**config.mk**
```make
export PLATFORM = sky130hd
export DESIGN_NAME = datapath_sequencer
export DESIGN_NICKNAME = d
export VERILOG_FILES = /design/src/rtl/datapath_sequencer.sv
export SDC_FILE = /design/constraint.sdc
export NUM_CORES = 1
export LEC_CHECK = 0
export BUFFER_PORTS_ARGS = -buffer_cell sky130_fd_sc_hd__buf_4
export CORE_MARGIN = 2
export CORE_UTILIZATION = 50
export DETAILED_ROUTE_END_ITERATION = 6
export GPL_TIMING_DRIVEN = 0
export PLACE_DENSITY = 0.87
export SKIP_CTS_REPAIR_TIMING = 1
export SLEW_MARGIN = 15
export SYNTH_ARGS = -nofsm -noshare
export SYNTH_HDL_FRONTEND = slang
export SYNTH_SLANG_ARGS = --single-unit
```
**constraint.sdc**
```tcl
create_clock -name Clock -period 3.35 [get_ports Clock]
set_clock_uncertainty 0.05 [all_clocks]
set_input_delay 0.1675 -clock Clock [delete_from_list [all_inputs] [get_ports Clock]]
set_output_delay 0.1675 -clock Clock [all_outputs]
set_load 0.1 [all_outputs]
```
**src/rtl/datapath_sequencer.sv**
```systemverilog
// Multi-cycle control unit for the 64-bit single-core datapath.
// It fetches and decodes instructions and runs the memory bus handshake.
// Every cycle it drives the datapath strobes as a function of state, IR,
// MemReady and Zero.
module datapath_sequencer #(
  parameter logic [5:0]  FN_PASS_A   = 6'h20,
  parameter logic [5:0]  FN_PASS_B   = 6'h21,
  parameter int unsigned BUS_TIMEOUT = 255
) (
  input  logic        Clock,
  input  logic        nReset,
  input  logic [63:0] Sysbus,
  input  logic        Zero,
  input  logic        MemReady,
  output logic [18:0] Read1,
  output logic [18:0] Read2,
  output logic [17:0] Write,
  output logic [5:0]  Function,
  output logic        TrisALU,
  output logic        TrisPC,
  output logic        TrisRs2,
  output logic        TrisRd,
  output logic        nTrisRd,
  output logic        Rs2_sel,
  output logic        PC_inc,
  output logic        LoadPC,
  output logic        LoadDR,
  output logic        AddrValid,
  output logic        MemRd,
  output logic        MemWr,
  output logic        Halted,
  output logic        Fault
);

  localparam int CW = $clog2(BUS_TIMEOUT + 1);

  localparam logic [5:0] OP_HALT = 6'h00;
  localparam logic [5:0] OP_ALU  = 6'h01;
  localparam logic [5:0] OP_ALUI = 6'h02;
  localparam logic [5:0] OP_LD   = 6'h03;
  localparam logic [5:0] OP_ST   = 6'h04;
  localparam logic [5:0] OP_BEQZ = 6'h05;
  localparam logic [5:0] OP_JMP  = 6'h06;

  typedef enum logic [3:0] {
    S_RESET, S_FETCH_A, S_FETCH_D, S_DECODE, S_IMM_A, S_IMM_D,
    S_EXEC, S_BR_TAKE, S_MEM_A, S_MEM_D, S_HALT
  } state_t;

  state_t        state;
  logic [63:0]   ir;
  logic [CW-1:0] wait_cnt;
  logic          fault_q;

  logic [5:0] op;
  logic [4:0] rd, rs1, rs2;
  logic [5:0] fn;
  logic       illegal;
  logic       data_phase;
  logic       timeout;
  logic       unused_ir_bits;

  assign op  = ir[63:58];
  assign rd  = ir[57:53];
  assign rs1 = ir[52:48];
  assign rs2 = ir[47:43];
  assign fn  = ir[5:0];

  // The immediate/padding bits of the instruction word carry no control meaning.
  assign unused_ir_bits = ^ir[42:6];

  function automatic logic bad_reg(input logic [4:0] r);
    return r >= 5'd18;
  endfunction

  function automatic logic [18:0] read_sel(input logic [4:0] r);
    read_sel = '0;
    if (r < 5'd18) read_sel[r] = 1'b1;
  endfunction

  // R0 is a constant, so a write to it is simply never strobed.
  function automatic logic [17:0] write_sel(input logic [4:0] r);
    write_sel = '0;
    if (r != 5'd0 && r < 5'd18) write_sel[r] = 1'b1;
  endfunction

  assign data_phase = state inside {S_FETCH_D, S_IMM_D, S_MEM_D};
  // The count reaching BUS_TIMEOUT without MemReady is the fault; a MemReady
  // in that same final cycle still completes the transfer.
  assign timeout = data_phase && !MemReady && (wait_cnt == CW'(BUS_TIMEOUT - 1));

  // Decode legality: unknown opcodes and out-of-range register fields that the opcode uses.
  always_comb begin
    // NOTE: a default before the case keeps every path assigned, so no latch is inferred.
    illegal = 1'b0;
    case (op)
      OP_HALT, OP_JMP: illegal = 1'b0;
      OP_ALU:          illegal = bad_reg(rd) | bad_reg(rs1) | bad_reg(rs2);
      OP_ALUI, OP_LD:  illegal = bad_reg(rd) | bad_reg(rs1);
      OP_ST:           illegal = bad_reg(rs1) | bad_reg(rs2);
      OP_BEQZ:         illegal = bad_reg(rs1);
      default:         illegal = 1'b1;
    endcase
  end

  // Sequencer state, instruction register, data-phase wait counter and fault flag.
  always_ff @(posedge Clock) begin
    if (!nReset) begin
      // NOTE: state is updated with non-blocking assignments so every register samples pre-edge values.
      state    <= S_RESET;
      ir       <= '0;
      wait_cnt <= '0;
      fault_q  <= 1'b0;
    end else begin
      // Outside a data phase the counter sits at zero, so it is clear on entry.
      if (data_phase && !MemReady) wait_cnt <= wait_cnt + CW'(1);
      else                         wait_cnt <= '0;

      case (state)
        S_RESET:   state <= S_FETCH_A;
        S_FETCH_A: state <= S_FETCH_D;
        S_FETCH_D: begin
          if (MemReady) begin
            ir    <= Sysbus;
            state <= S_DECODE;
          end else if (timeout) begin
            state   <= S_HALT;
            fault_q <= 1'b1;
          end
        end
        S_DECODE: begin
          if (illegal) begin
            state   <= S_HALT;
            fault_q <= 1'b1;
          end else begin
            case (op)
              OP_ALU:                  state <= S_EXEC;
              OP_ALUI, OP_BEQZ, OP_JMP: state <= S_IMM_A;
              OP_LD, OP_ST:            state <= S_MEM_A;
              default:                 state <= S_HALT;
            endcase
          end
        end
        S_IMM_A: state <= S_IMM_D;
        S_IMM_D: begin
          if (MemReady) begin
            state <= (op == OP_JMP) ? S_BR_TAKE : S_EXEC;
          end else if (timeout) begin
            state   <= S_HALT;
            fault_q <= 1'b1;
          end
        end
        S_EXEC:    state <= (op == OP_BEQZ && Zero) ? S_BR_TAKE : S_FETCH_A;
        S_BR_TAKE: state <= S_FETCH_A;
        S_MEM_A:   state <= S_MEM_D;
        S_MEM_D: begin
          if (MemReady) begin
            state <= S_FETCH_A;
          end else if (timeout) begin
            state   <= S_HALT;
            fault_q <= 1'b1;
          end
        end
        S_HALT:  state <= S_HALT;
        default: begin
          state   <= S_HALT;
          fault_q <= 1'b1;
        end
      endcase
    end
  end

  // Datapath strobes for the current state; everything idles at zero by default.
  always_comb begin
    Read1     = '0;
    Read2     = '0;
    Write     = '0;
    Function  = '0;
    TrisALU   = 1'b0;
    TrisPC    = 1'b0;
    TrisRs2   = 1'b0;
    TrisRd    = 1'b0;
    nTrisRd   = 1'b0;
    Rs2_sel   = 1'b0;
    PC_inc    = 1'b0;
    LoadPC    = 1'b0;
    LoadDR    = 1'b0;
    AddrValid = 1'b0;
    MemRd     = 1'b0;
    MemWr     = 1'b0;
    Halted    = 1'b0;
    Fault     = 1'b0;
    case (state)
      S_FETCH_A, S_IMM_A: begin
        TrisPC    = 1'b1;
        AddrValid = 1'b1;
      end
      S_FETCH_D: begin
        MemRd  = 1'b1;
        LoadPC = MemReady;
        PC_inc = MemReady;
      end
      S_IMM_D: begin
        MemRd  = 1'b1;
        LoadDR = MemReady;
        LoadPC = MemReady;
        PC_inc = MemReady;
      end
      S_EXEC: begin
        case (op)
          OP_ALU, OP_ALUI: begin
            Read1    = read_sel(rs1);
            Read2    = (op == OP_ALU) ? read_sel(rs2) : '0;
            Rs2_sel  = (op == OP_ALU);
            Function = fn;
            nTrisRd  = 1'b1;
            Write    = write_sel(rd);
          end
          OP_BEQZ: begin
            Read1    = read_sel(rs1);
            Function = FN_PASS_A;
          end
          default: ;
        endcase
      end
      // DR reaches the Rd bus through operand B; PC loads it without incrementing.
      S_BR_TAKE: begin
        Function = FN_PASS_B;
        nTrisRd  = 1'b1;
        LoadPC   = 1'b1;
      end
      S_MEM_A: begin
        Read1     = read_sel(rs1);
        Function  = FN_PASS_A;
        TrisALU   = 1'b1;
        AddrValid = 1'b1;
      end
      S_MEM_D: begin
        if (op == OP_LD) begin
          MemRd  = 1'b1;
          TrisRd = 1'b1;
          Write  = MemReady ? write_sel(rd) : '0;
        end else begin
          Read2   = read_sel(rs2);
          TrisRs2 = 1'b1;
          MemWr   = 1'b1;
        end
      end
      S_HALT: begin
        Halted = 1'b1;
        Fault  = fault_q;
      end
      default: ;
    endcase
  end

endmodule
```
==> impl_results.rst, run 1 <==
.. list-table::
   :header-rows: 1

   * - Metric
     - Value
   * - Yosys top cell area share
     - 28.3%
   * - WHS Path Cells
     - 3
   * - Final setup viols
     - 0
   * - Post-synth EDFFs
     - 0
   * - Critical path fanouts, max
     - 10
   * - Time the worst path needs with I/O delays and setup
     - 2.63 ns
   * - Final max-slew violation count
     - 0
   * - Worst VDD drop
     - 320 uV
   * - Final net count
     - 575
   * - Mean area per synthesized cell
     - 7.19 sq um
   * - Accumulated negative setup slack
     - 0 ns
   * - Launching element type of the critical path
     - flip-flop
   * - Data arrival at the endpoint of the critical path
     - 2.41 ns
   * - Leak
     - 1.55 nW
   * - ANT nets after route
     - 0
   * - Clock tree from TritonCTS
     - yes
   * - MaxCap Viol Count
     - 0
   * - Aggregate routed wire length
     - 8090 um
   * - Hold Vio Cnt, Final
     - 0
   * - Pin count of the biggest net entering global routing
     - 14
   * - Main flop type after synthesis
     - dfxtp_1
   * - Category of the worst setup path capture point
     - primary output
   * - Run status
     - completed
   * - Area added between synthesis and finish
     - 38.6%
   * - Final routed wire length divided by cell count
     - 14.0 um
   * - Largest buffer count on any clock path
     - 2
   * - Power per Cell Area
     - 440 nW/um^2
   * - Number of global-route vias before repair
     - 2,964
   * - TritonRoute pass-1 iters
     - 5
   * - Die extent in y
     - 79.2 um
   * - Via/cell ratio
     - 5.58
   * - Commonest cells after routing, fill and taps aside
     - buf_4, nand2_1, dfxtp_1
   * - Wire length of the first global-routing pass
     - 13,400 um
   * - Die width
     - 79.2 um
   * - Number of top-level pins
     - 144
   * - Number of placement rows
     - 27
   * - Number of different library cells in the post-synthesis netlist
     - 61
   * - Most frequent cell on the critical path
     - buf_4
   * - Slew Limit Headroom
     - 60.9%
   * - Setup repair after global routing missed its margin
     - false
   * - CP Cell Sequence
     - buf_4 > nor4b_2 > nand2_1 > clkbuf_1 > o21ai_0 > buf_4
   * - Final period util
     - 78.4%
   * - Cells after Synth
     - 393
   * - Worst-path clk slew
     - 0.09 ns
   * - Buffers on Ports
     - 103
   * - FF+latch count, synth
     - 40
   * - Async SR Flop Fraction
     - 0%
   * - Area enclosed by the die boundary
     - 6270 sq um
   * - Count of clock tree sinks
     - 40
   * - Cell taking the most area after synthesis
     - dfxtp_1
   * - Worst-Margin Slew
     - 0.583 ns
   * - Hold Path Class
     - in2reg
   * - Clock latency of the later-clocked register in the worst-skew pair
     - 0.30 ns
   * - Root buf cell
     - clkbuf_8
   * - Inserted Clock Buffers
     - 5
   * - Buf+Inv Stages, Crit Path
     - 3
   * - Final core area utilization
     - 71.5%
   * - DRC marker count from the first detailed-route iteration
     - 373
   * - Cell at the slowest stage of the critical path
     - nor4b_2
   * - Crit path max-delay family
     - simple AND/OR/NAND/NOR gates
   * - Number of remaining DRC errors
     - 0
   * - Share of the yosys chip area belonging to registers
     - 28.3%
   * - Total of warnings raised by yosys
     - 0
   * - Core area
     - 5470 sq um
   * - Total GRT Usage
     - 26.4%
   * - Worst Hold Slack
     - 0.0707 ns
   * - CTS H-Tree Depth
     - 2
   * - Startpoint of the most critical register-to-register path
     - state[0]
   * - Share of layout cells above drive strength 1
     - 36.2%
   * - Via count
     - 3,227
   * - GPL Wtd Cong
     - 0.920
   * - Antenna diode instance count
     - 0
   * - Most frequent standard cell in the layout excluding fill and tap cells
     - buf_4
   * - Maximum single-stage delay on the critical path
     - 0.53 ns
   * - Highest clock frequency the design can meet
     - 381 MHz
   * - Synth Cell Area
     - 2830 sq um
   * - Number of antenna violations at the first check in global routing
     - 0
   * - R2r setup slk
     - 1.30 ns
   * - Hold Crit Start
     - Sysbus[56]
   * - Reg2reg path depth
     - 6
   * - Endpoint of the worst hold path
     - ir[56]
   * - Overall overflow remaining after global route
     - 0
   * - Most area-consuming cells after synthesis
     - dfxtp_1, nand2_1, nor2_1
   * - Initial core utilization
     - 51.6%
   * - Crit path kind
     - reg2out
   * - Required time of the worst setup path
     - 3.13 ns
   * - Detailed-placement wirelength estimate
     - 6210 um
   * - End of the worst register-to-register path
     - ir[57]
-- synthesized netlist by cell type (all sizes together) (3+ instances only) --
cell type	number
nand3b	4
and2	3
xnor2	4
and3	8
nand2	74
dfxtp	40
nand4	3
nand3	10
o211ai	4
o21ai	14
o31ai	3
a21boi	29
nor2b	6
buf	15
a21oi	15
nor4b	6
inv	9
nor4	11
clkbuf	17
xor2	4
nor2	58
nor3	21
or3b	5
nand2b	5
-- stage by stage --
stage / setup WS (ns) / cells / total power (W) / area, sq um
after floorplan: -1.15 / 395 / 0.00122 / 2960
after detailed placement: 1.07 / 570 / 0.00140 / 3830
after global routing: 0.462 / 578 / 0.00182 / 3920
final: 0.725 / 578 / 0.00172 / 3920
after global placement: 1.09 / 570 / 0.00138 / 3830
after CTS: 0.731 / 578 / 0.00172 / 3920
-- how the worst max path moves through the flow --
| stage | startpoint | endpoint | slack, ns | depth (start not counted) |
|---|---|---|---|---|
| finish | state[0] | PC_inc | 0.72 | 6 |
| global route | state[0] | PC_inc | 0.46 | 6 |
| CTS | state[0] | PC_inc | 0.73 | 6 |
| detailed placement | state[0] | PC_inc | 1.07 | 6 |
| global placement | state[0] | PC_inc | 1.09 | 6 |
| floorplan | state[3] | Write[17] | -1.15 | 7 |
-- cell type report --
type                            count  area (sq um)
Multi-Input combinational cell    314          1950
Fill cell                         451          1560
Sequential cell                    40           801
Timing Repair Buffer              103           773
Buffer                             32           180
Tap cell                           72          90.1
Clock buffer                        6          72.6
Inverter                            9          33.8
Clock inverter                      2          16.3
-- logic make-up (layout without fill, tap and decap cells) --
group           Yosys count  in the layout  synth area share, %
simple gates            222            222                 41.1
compound gates           78             78                 19.2
fa+ha+maj                 2              2                0.886
mux                       1              1                0.354
buf+inv                  41            152                 7.57
flops                    40             40                 28.3
other cells               1              3                0.133
xor+xnor                  8              8                 2.48
-- state kept, by name, indices dropped and copies added (netlist names) --
signal,flops
state,4
fault_q,1
ir,27
wait_cnt,8
-- metal layers --
metal	track usage, %	vias to the layer above	wire length (um)
met5	0	-	0
met4	8.45	0	132
met3	5.57	14	697
met2	44.7	157	3940
met1	33.5	1483	3320
li1	-	1573	-
-- report_power, final --
group / switching [W] / leakage, nW / total [W] / internal, W
Sequential: 0.0000466 / 0.324 / 0.000570 / 0.000523
Combinational: 0.000585 / 1.18 / 0.000829 / 0.000244
Clock: 0.000177 / 0.0414 / 0.000325 / 0.000148
-- worst register-to-register path, cell delays in order (launching register included) --
cell      delay [ns]
dfxtp_1         0.30
buf_4           0.16
nor4b_2         0.53
nand2_1         0.34
clkbuf_1        0.31
nand2_1         0.13
a21boi_0        0.09
(Power assumes the default switching activity.)
==> run 2, diff against run 1 <==
--- a/config.mk
+++ b/config.mk
@@ -7,10 +7,10 @@
 export LEC_CHECK = 0
 export BUFFER_PORTS_ARGS = -buffer_cell sky130_fd_sc_hd__buf_4
 export CORE_MARGIN = 2
-export CORE_UTILIZATION = 50
+export CORE_UTILIZATION = 42
 export DETAILED_ROUTE_END_ITERATION = 6
 export GPL_TIMING_DRIVEN = 0
-export PLACE_DENSITY = 0.87
+export PLACE_DENSITY = 0.78
 export SKIP_CTS_REPAIR_TIMING = 1
 export SLEW_MARGIN = 15
 export SYNTH_ARGS = -nofsm -noshare
==> constraint.sdc (replaced) <==
create_clock -name Clock -period 2.3 [get_ports Clock]
set_clock_uncertainty 0.05 [all_clocks]
set_input_delay 0.115 -clock Clock [delete_from_list [all_inputs] [get_ports Clock]]
set_output_delay 0.115 -clock Clock [all_outputs]
set_load 0.1 [all_outputs]
==> run 2 against run 1 <==
  * The run now ends with setup timing left
  * Combinational power is 75% higher
  * Routed wire length is 18% higher
  * Die area grew 18%
  * Critical path type unchanged
  * Largest cell class unchanged
  * Largest power group unchanged
==> impl_results.rst, run 2 (synthesized netlist as in run 1, its figures left out) <==
.. list-table::
   :header-rows: 1

   * - Metric
     - Value
   * - Final period util
     - 109%
   * - Area added between synthesis and finish
     - 78.8% (was 38.6%)
   * - Number of remaining DRC errors
     - 0 (unchanged)
   * - ANT nets after route
     - 0 (unchanged)
   * - Worst Hold Slack
     - 0.0147 ns (was 0.0707 ns)
   * - Run status
     - finished, violations left (was completed)
   * - Pin count of the biggest net entering global routing
     - 13 (was 14)
   * - Number of placement rows
     - 29 (was 27)
   * - Via/cell ratio
     - 5.57 (was 5.58)
   * - Final worst setup slack
     - -0.205 ns (was 0.725 ns)
   * - Hold Crit Start
     - Sysbus[55] (was Sysbus[56])
   * - GPL Wtd Cong
     - 0.923 (was 0.920)
   * - Fill cell instance count of the final layout
     - 447 (was 451)
   * - Largest buffer count on any clock path
     - 2 (unchanged)
   * - Critical path fanouts, max
     - 5 (was 10)
   * - Number of top-level pins
     - 144 (unchanged)
   * - TritonRoute pass-1 iters
     - 4 (was 5)
   * - Top reg by flops
     - ir (unchanged)
   * - DRC marker count from the first detailed-route iteration
     - 142 (was 373)
   * - Detailed-placement wirelength estimate
     - 6500 um (was 6210 um)
   * - Wire length of the first global-routing pass
     - 13,900 um (was 13,400 um)
   * - Area enclosed by the die boundary
     - 7400 sq um (was 6270 sq um)
   * - MaxCap Viol Count
     - 0 (unchanged)
   * - Slew Limit Headroom
     - 26.4% (was 60.9%)
   * - Aggregate routed wire length
     - 9560 um (was 8090 um)
   * - Final setup viols
     - 30 (was 0)
   * - Hold Vio Cnt, Final
     - 0 (unchanged)
   * - Final routed wire length divided by cell count
     - 15.8 um (was 14.0 um)
   * - Worst-path clk slew
     - 0.08 ns (was 0.09 ns)
   * - Clock tree from TritonCTS
     - yes (unchanged)
   * - Number of global-route vias before repair
     - 2,984 (was 2,964)
   * - Placed Area
     - 4300 sq um (was 3830 sq um)
   * - Largest register FFs
     - 27 (unchanged)
   * - Final max-slew violation count
     - 0 (unchanged)
   * - Crit path from
     - state[0] (unchanged)
   * - Hold Path Class
     - in2reg (unchanged)
   * - Initial core utilization
     - 44.0% (was 51.6%)
   * - Category of the worst setup path capture point
     - primary output (unchanged)
   * - Total GRT Usage
     - 22.9% (was 26.4%)
   * - Leak
     - 1.87 nW (was 1.55 nW)
   * - Most frequent standard cell in the layout excluding fill and tap cells
     - buf_4 (unchanged)
   * - Commonest cells after routing, fill and taps aside
     - buf_4, nand2_1, dfxtp_1 (unchanged)
   * - Startpoint of the most critical register-to-register path
     - ir[47] (was state[0])
   * - Core area
     - 6420 sq um (was 5470 sq um)
   * - Top Registers
     - ir (27), wait_cnt (8), state (4) (unchanged)
   * - Highest clock frequency the design can meet
     - 399 MHz
   * - Failing checks
     - setup timing
   * - CTS H-Tree Depth
     - 2 (unchanged)
   * - Inserted Clock Buffers
     - 5 (unchanged)
   * - Worst VDD drop
     - 416 uV (was 320 uV)
   * - Total power
     - 0.00280 W (was 0.00172 W)
   * - Launching element type of the critical path
     - flip-flop (unchanged)
   * - Die extent in y
     - 86.0 um (was 79.2 um)
   * - Share of layout cells above drive strength 1
     - 48.3% (was 36.2%)
   * - Number of antenna violations at the first check in global routing
     - 0 (unchanged)
   * - Time the worst path needs with I/O delays and setup
     - 2.50 ns
   * - Power per Cell Area
     - 553 nW/um^2 (was 440 nW/um^2)
   * - Combined flip-flop and latch cell area
     - 816 sq um (was 801 sq um)
   * - Antenna diode instance count
     - 0 (unchanged)
   * - Count of clock tree sinks
     - 40 (unchanged)
   * - Required time of the worst setup path
     - 2.13 ns (was 3.13 ns)
   * - Setup repair after global routing missed its margin
     - true (was false)
   * - Buffers on Ports
     - 103 (unchanged)
   * - Die width
     - 86.0 um (was 79.2 um)
   * - Root buf cell
     - clkbuf_8 (unchanged)
   * - Overall overflow remaining after global route
     - 0 (unchanged)
   * - Via count
     - 3,357 (was 3,227)
   * - Worst-Margin Slew
     - 1.10 ns (was 0.583 ns)
   * - Post-route cell area
     - 5050 sq um (was 3920 sq um)
   * - Data arrival at the endpoint of the critical path
     - 2.34 ns (was 2.41 ns)
   * - Clock latency of the later-clocked register in the worst-skew pair
     - 0.29 ns (was 0.30 ns)
   * - Multi-input combinational cell area
     - 2520 sq um (was 1950 sq um)
   * - Crit path kind
     - reg2out (unchanged)
   * - Worst setup timing slack at the placement stage
     - -0.182 ns (was 1.07 ns)
   * - Final net count
     - 595 (was 575)
[run 2: cell count changes in the layout (fill, tap and decap cells not counted), sizes merged]
cell	previous run	this run
buf	118	140
clkbuf	23	22
clkinvlp	1	0
[run 2: cell type report]
| type | instances | share of cell area [%] |
|---|---|---|
| multi-input cells | 314 | 50.0 |
| repair buffers | 127 | 26.1 |
| flip-flops and latches | 40 | 16.2 |
| plain buffers | 28 | 3.54 |
| well taps | 77 | 1.91 |
| clock buffers | 7 | 1.51 |
| inverters | 9 | 0.669 |
| clock inverters | 1 | 0.173 |
[run 2: metrics by stage]
step	cells	utilization, %	setup TNS [ns]
floorplan	395	-	-12.98
finish	603	78.6	-2.75
detailed placement	575	67.0	-0.964
global placement	575	67.0	-0.281
global route	603	78.6	-5.08
CTS	583	68.3	-12.54
[run 2: metal layers]
layer / GRT usage [%] / vias to the layer above / wire length (um)
met1: 29.2 / 1587 / 3650
met5: 0 / - / 0
li1: - / 1624 / -
met2: 39.7 / 131 / 5020
met4: 5.34 / 0 / 165
met3: 4.72 / 15 / 722
[run 2: path summary, 6_finish.rpt]
kind | to | slack, ns | depth (start not counted)
hold / removal | ir[55] | 0.01 | 3
hold reg to reg | ir[1] | 0.41 | 2
setup reg to reg | state[2] | 0.33 | 6
setup / recovery | Read2[12] | -0.20 | 9
[run 2: worst max-delay path, cell delays in order (launching register included)]
cell,delay [ns]
dfxtp_2,0.32
buf_6,0.11
and4bb_1,0.28
buf_6,0.13
nand3_4,0.08
a211oi_4,0.34
buf_4,0.18
nand4b_4,0.19
nor3_4,0.21
buf_12,0.20
[run 2: report_power, final]
part	switching [W]	internal [W]
clock	0.000257	0.000217
sequential	0.000106	0.000768
combinational	0.000971	0.000476
